==> config.mk <==
export PLATFORM = sky130hd
export DESIGN_NAME = mult_share_sched_flat
export DESIGN_NICKNAME = d
export VERILOG_FILES = /design/src/rtl/mult_share_sched_if.sv /design/src/rtl/mult_share_sched.sv /design/src/flat_wrapper.sv
export SDC_FILE = /design/constraint.sdc
export NUM_CORES = 1
export LEC_CHECK = 0
export CAP_MARGIN = 20
export CORE_MARGIN = 2
export CORE_UTILIZATION = 42
export CTS_BUF_LIST = sky130_fd_sc_hd__clkbuf_2 sky130_fd_sc_hd__clkbuf_4 sky130_fd_sc_hd__clkbuf_8
export DETAILED_ROUTE_END_ITERATION = 10
export PLACE_DENSITY = 0.93
export REMOVE_ABC_BUFFERS = 1
export SLEW_MARGIN = 20
export SYNTH_ARGS = -nofsm -noshare
export SYNTH_HDL_FRONTEND = slang
export SYNTH_SLANG_ARGS = --single-unit
==> constraint.sdc <==
create_clock -name clk -period 2.16 [get_ports clk]
set_input_delay 0.216 -clock clk [delete_from_list [all_inputs] [get_ports clk]]
set_output_delay 0.216 -clock clk [all_outputs]
set_load 0.1 [all_outputs]
==> src/rtl/mult_share_sched_if.sv <==
`default_nettype none
// ============================================================================
//  Module      : mult_share_sched_if
//  Description : Bundle of requester, multiplier and response signals for the
//                shared-multiplier scheduler.
//                master = requesters + multiplier side
//                slave  = scheduler side
//  Revision    : 1.0 - initial release
// ============================================================================
interface mult_share_sched_if #(
    parameter int N_REQ = 4
);
    logic                  en;
    logic [N_REQ-1:0]      req_valid;
    logic [N_REQ*8-1:0]    req_a;
    logic [N_REQ*8-1:0]    req_b;
    logic [N_REQ-1:0]      req_ready;
    logic [7:0]            mul_a;
    logic [7:0]            mul_b;
    logic [15:0]           mul_out;
    logic [N_REQ-1:0]      rsp_valid;
    logic [N_REQ*16-1:0]   rsp_data;
    logic [N_REQ-1:0]      rsp_ready;
    logic                  busy;

    modport master (
        output en, req_valid, req_a, req_b, mul_out, rsp_ready,
        input  req_ready, mul_a, mul_b, rsp_valid, rsp_data, busy
    );

    modport slave (
        input  en, req_valid, req_a, req_b, mul_out, rsp_ready,
        output req_ready, mul_a, mul_b, rsp_valid, rsp_data, busy
    );
endinterface
`default_nettype wire

==> src/rtl/mult_share_sched.sv <==
`default_nettype none
// ============================================================================
//  Module      : mult_share_sched
//  Description : Round-robin scheduler sharing one pipelined 8x8 multiplier
//                between N_REQ requesters. One issue per cycle; a tag pipe
//                matching the multiplier latency routes each product back to
//                a per-requester result slot reserved at issue time.
//  Revision    : 1.0 - initial release
// ============================================================================
module mult_share_sched #(
    parameter int N_REQ = 4,
    parameter int LAT   = 1
) (
    input  wire logic         clk,
    input  wire logic         rst_n,
    mult_share_sched_if.slave bus
);

    localparam int c_IDW = (N_REQ > 1) ? $clog2(N_REQ) : 1;

    logic [c_IDW-1:0]  r_rr_ptr;
    logic [N_REQ-1:0]  r_inflight;
    logic [N_REQ-1:0]  r_rsp_valid;
    logic [15:0]       r_rsp_data [N_REQ];
    logic              r_tag_vld  [LAT];
    logic [c_IDW-1:0]  r_tag_id   [LAT];

    logic [N_REQ-1:0]  w_elig;
    logic              w_gnt_any;
    logic [c_IDW-1:0]  w_gnt_idx;
    logic [N_REQ-1:0]  w_gnt_oh;
    logic              w_cap_vld;
    logic [c_IDW-1:0]  w_cap_id;

    // Eligibility from registered slot state only; nothing is granted in reset
    always_comb begin
        w_elig = {N_REQ{bus.en & rst_n}} & bus.req_valid & ~r_inflight & ~r_rsp_valid;
    end

    // Round-robin search starting at the pointer, wrapping modulo N_REQ
    always_comb begin : p_arb
        int v_idx;
        w_gnt_any = 1'b0;
        w_gnt_idx = '0;
        v_idx     = 0;
        for (int off = 0; off < N_REQ; off++) begin
            v_idx = int'(r_rr_ptr) + off;
            if (v_idx >= N_REQ) begin
                v_idx = v_idx - N_REQ;
            end
            if (!w_gnt_any && w_elig[v_idx]) begin
                w_gnt_any = 1'b1;
                w_gnt_idx = c_IDW'(v_idx);
            end
        end
    end

    // One-hot grant and operand mux toward the multiplier (zero when idle)
    always_comb begin
        w_gnt_oh  = '0;
        bus.mul_a = 8'd0;
        bus.mul_b = 8'd0;
        if (w_gnt_any) begin
            w_gnt_oh[w_gnt_idx] = 1'b1;
            bus.mul_a = bus.req_a[{w_gnt_idx, 3'b000} +: 8];
            bus.mul_b = bus.req_b[{w_gnt_idx, 3'b000} +: 8];
        end
    end

    assign bus.req_ready = w_gnt_oh;
    assign bus.rsp_valid = r_rsp_valid;
    assign bus.busy      = (|r_inflight) | (|r_rsp_valid);
    assign w_cap_vld     = r_tag_vld[LAT-1];
    assign w_cap_id      = r_tag_id[LAT-1];

    generate
        for (genvar gi = 0; gi < N_REQ; gi++) begin : g_rsp
            assign bus.rsp_data[16*gi +: 16] = r_rsp_data[gi];
        end
    endgenerate

    // Round-robin pointer and tag pipe that shadows the multiplier latency
    always_ff @(posedge clk or negedge rst_n) begin
        if (!rst_n) begin
            r_rr_ptr <= '0;
            for (int k = 0; k < LAT; k++) begin
                r_tag_vld[k] <= 1'b0;
                r_tag_id[k]  <= '0;
            end
        end else begin
            r_tag_vld[0] <= w_gnt_any;
            r_tag_id[0]  <= w_gnt_idx;
            for (int k = 1; k < LAT; k++) begin
                r_tag_vld[k] <= r_tag_vld[k-1];
                r_tag_id[k]  <= r_tag_id[k-1];
            end
            if (w_gnt_any) begin
                r_rr_ptr <= (w_gnt_idx == c_IDW'(N_REQ - 1)) ? '0 : w_gnt_idx + 1'b1;
            end
        end
    end

    // Slot bookkeeping: reserve at issue, fill at capture, free on consume.
    // A slot being captured is never the one issued or consumed in the same
    // cycle, since issue requires the slot to be empty and not in flight.
    always_ff @(posedge clk or negedge rst_n) begin
        if (!rst_n) begin
            r_inflight  <= '0;
            r_rsp_valid <= '0;
            for (int i = 0; i < N_REQ; i++) begin
                r_rsp_data[i] <= 16'd0;
            end
        end else begin
            for (int i = 0; i < N_REQ; i++) begin
                if (r_rsp_valid[i] && bus.rsp_ready[i]) begin
                    r_rsp_valid[i] <= 1'b0;
                end
            end
            if (w_cap_vld) begin
                r_rsp_valid[w_cap_id] <= 1'b1;
                r_rsp_data[w_cap_id]  <= bus.mul_out;
                r_inflight[w_cap_id]  <= 1'b0;
            end
            if (w_gnt_any) begin
                r_inflight[w_gnt_idx] <= 1'b1;
            end
        end
    end

endmodule
`default_nettype wire

==> src/flat_wrapper.sv <==
// flat-port wrapper written by rule: the top's interface ports become plain ports
module mult_share_sched_flat 
#(
    parameter int N_REQ = 4,
    parameter int LAT   = 1
)
  (clk, rst_n, bus_en, bus_req_valid, bus_req_a, bus_req_b, bus_mul_out, bus_rsp_ready, bus_req_ready, bus_mul_a, bus_mul_b, bus_rsp_valid, bus_rsp_data, bus_busy);
  mult_share_sched_if #(.N_REQ(N_REQ)) bus_i ();
  input  wire logic clk;
  input  wire logic rst_n;
  input wire logic [$bits(bus_i.en)-1:0] bus_en;
  input wire logic [$bits(bus_i.req_valid)-1:0] bus_req_valid;
  input wire logic [$bits(bus_i.req_a)-1:0] bus_req_a;
  input wire logic [$bits(bus_i.req_b)-1:0] bus_req_b;
  input wire logic [$bits(bus_i.mul_out)-1:0] bus_mul_out;
  input wire logic [$bits(bus_i.rsp_ready)-1:0] bus_rsp_ready;
  output wire logic [$bits(bus_i.req_ready)-1:0] bus_req_ready;
  output wire logic [$bits(bus_i.mul_a)-1:0] bus_mul_a;
  output wire logic [$bits(bus_i.mul_b)-1:0] bus_mul_b;
  output wire logic [$bits(bus_i.rsp_valid)-1:0] bus_rsp_valid;
  output wire logic [$bits(bus_i.rsp_data)-1:0] bus_rsp_data;
  output wire logic [$bits(bus_i.busy)-1:0] bus_busy;
  assign bus_i.en = bus_en;
  assign bus_i.req_valid = bus_req_valid;
  assign bus_i.req_a = bus_req_a;
  assign bus_i.req_b = bus_req_b;
  assign bus_i.mul_out = bus_mul_out;
  assign bus_i.rsp_ready = bus_rsp_ready;
  assign bus_req_ready = bus_i.req_ready;
  assign bus_mul_a = bus_i.mul_a;
  assign bus_mul_b = bus_i.mul_b;
  assign bus_rsp_valid = bus_i.rsp_valid;
  assign bus_rsp_data = bus_i.rsp_data;
  assign bus_busy = bus_i.busy;
  mult_share_sched #(.N_REQ(N_REQ), .LAT(LAT)) u_core (.clk(clk), .rst_n(rst_n), .bus(bus_i));
endmodule
==> flow_summary.ini <==
[synth]
yosys_register_bits = 77
synth_seq_area_share_pct = 53.5
synthesis.area_um2 = 3600
yosysTopAreaCell = dfrtp_1
syn-mean-instance-area_um2 = 13.4
netlist_instances = 268
yosysUniqueCellTypes = 40
synthTopCellsByArea = dfrtp_1 (54%), mux2_2 (20%), mux2i_1 (4.5%), a22oi_2 (2.8%), a22oi_1 (2.1%)
ys_warn_count = 0
yosysTopAreaCellShare_pct = 53.5

[critical_path]
cp_common_cell = buf_12
crit_path_max_incr_delay_ns = 0.42
path_max_fanout = 8
critPathTopFamily = buffers and inverters
startpoint_type = register
critPathSlowestCell = dfrtp_1
cp.required_ns = 1.94
path_cells = nor2_2 -> and3_4 -> o221ai_2 -> a21oi_2 -> buf_12 -> buf_6 -> mux2i_2 -> o21ai_2 -> buf_12
path_class = register to primary output
cp-end-kind = primary output
cp_num_buf_inv = 3
arrival_ns = 2.32

[global_routing]
grt_pass1_vias = 3298
grt_use_met1_pct = 26.1
grt_max_degree = 78
busiest_layer = met2
antenna_found_initial = 0
grt-ovfl-total = 0
globalRouteMet2Util_pct = 42.8
grt_pass1_wl_um = 16300
gr-usage-met3_pct = 6.28
track_usage_pct = 23.5

[sta]
skew_ns = 0.0119
rsz0062_at_grt = yes
drv_slew = 0
min_period_ns = 2.54
worst_slack_ns = -0.375
hold_viol_final = 0
setup-tns-final_ns = -6.23
finalSetupViolCount = 20
fin_crit_sh_pct = 117
tightest_slew_ns = 0.931
relSlewSlack_pct = 37.9
fmax_mhz = 394

[layout]
instances_no_fill = 596
n_fill_cell = 499
drive_gt1_share_pct = 54.2
n_antenna_cell = 0
fin_util_pct = 74.4
fin_nets = 578
syn_to_final_growth_pct = 70.7
finish.instance_area_um2 = 6140

[floorplan]
core-area_um2 = 8260
fp.dieW_um = 96.6
rows = 33
initial_core_util_pct = 43.6
die_y_um = 96.6
die-area_um2 = 9320
ioPinCount = 180

[clocking]
root_buffer = clkbuf_8
cts_tree = yes
clk_latency_ns = 0.35
cts_buffer_depth = 2
clock_sinks = 77
htree_levels = 3
path_clk_slew_ns = 0.08
cts_buffers = 9

[min_path]
worstHoldPathType = input pin to asynchronous set/reset pin

[job]
max_cap_viol_count = 0

[placed_design]
placed_area_um2 = 5720
port_buffers = 179
dp.cells = 568
place.gp.congestion = 0.959
hpwl_um = 8400

[route]
vias_per_cell = 5.28
drc_errors = 0
num_vias = 3148
drt_iter0_drc = 240
routed_wl_um = 11300
wire_per_inst_um = 19.0
ant_nets = 0
firstDrtPassIters = 4

[run_status]
status = complete, but fails checks
violations = negative setup slack
==> layout make-up <==
cell class              instances  area [µm²]  area share (%)
clock buffers                  10         138            2.24
inverters                       7        28.8           0.468
well taps                     105         131            2.14
flip-flops and latches         77        1930            31.4
clock inverters                 5        35.0           0.570
repair buffers                221        2220            36.1
multi-input cells             171        1660            27.1
==> cells by family after synthesis <==
kind of cell | count (synthesis) | synth area share [%]
muxes | 80 | 24.5
DFF | 77 | 53.5
buffers and inverters | 20 | 4.10
and+or+nand+nor | 30 | 5.49
AOI/OAI and AO/OA | 61 | 12.4
==> sequential cells by signal, summed over array words and instances (netlist names) <==
signal and count:
u_core.r_tag_vld 1, u_core.bus.rsp_data 64, u_core.r_rr_ptr 2, u_core.r_inflight 4
u_core.bus.rsp_valid 4, u_core.r_tag_id 2
==> layer usage <==
metal	vias up	wire length (µm)
met2	129	6230
met4	0	240
li1	1435	-
met5	-	0
met3	21	691
met1	1563	4180
==> per-stage QoR <==
step	hold slack, ns	worst slack [ns]
CTS	0.137	-0.367
detailed placement	0.469	-0.324
floorplan	-0.0796	-2.41
finish	0.121	-0.375
global placement	0.460	-0.233
global route	0.174	-0.493
==> worst paths after layout <==
kind | cells after the start | startpoint | slack (ns) | end
setup / recovery | 9 | u_core.r_inflight[1] | -0.38 | bus_mul_a[1]
hold / removal | 2 | rst_n | 0.12 | u_core.r_inflight[0]
setup reg to reg | 10 | u_core.bus.rsp_valid[2] | 0.22 | u_core.r_inflight[1]
hold reg to reg | 1 | u_core.r_inflight[3] | 0.50 | u_core.r_inflight[3]
max in group asynchronous | 2 | rst_n | 1.39 | u_core.r_rr_ptr[1]
min in group clk | 2 | bus_rsp_ready[1] | 0.42 | u_core.bus.rsp_valid[1]
==> what timing repair did <==
item,4_1_cts,5_1_grt
buffers inserted,5,8
cloned,0,0
resized for setup,17,30
hold buffers,0,0
endpoints found under the setup margin,20,20
pin swaps,2,6
==> cells in the mapped netlist (all sizes together) <==
| cell type | instances |
|---|---|
| a211o | 1 |
| a21oi | 8 |
| a21o | 3 |
| and2 | 2 |
| o221a | 1 |
| buf | 12 |
| nor2b | 2 |
| nand4 | 4 |
| or3b | 1 |
| dfrtp | 77 |
| nand3 | 4 |
| nand3b | 2 |
| and3 | 3 |
| mux2i | 16 |
| a22oi | 18 |
| nor2 | 7 |
| clkbuf | 1 |
| nor3b | 2 |
| o221ai | 1 |
| inv | 7 |
| o211ai | 1 |
| nand2 | 3 |
| o21bai | 1 |
| a211oi | 1 |
| o21ai | 26 |
| mux2 | 64 |
==> cell usage in the layout, fill, tap and decap left out, types with 9 or more instances in the layout <==
cell             Yosys  routed
buf_4                1     103
clkdlybuf4s50_1      0      89
dfrtp_1             77      75
mux2_2              64      64
buf_12               2      26
o21ai_2              0      16
a22oi_2              8      11
clkbuf_8             0      10
mux2i_1             16       9
Power is left out: the tool's default activity adds up to more than one toggle a clock period on the data nets, which glitch-free logic cannot reach.
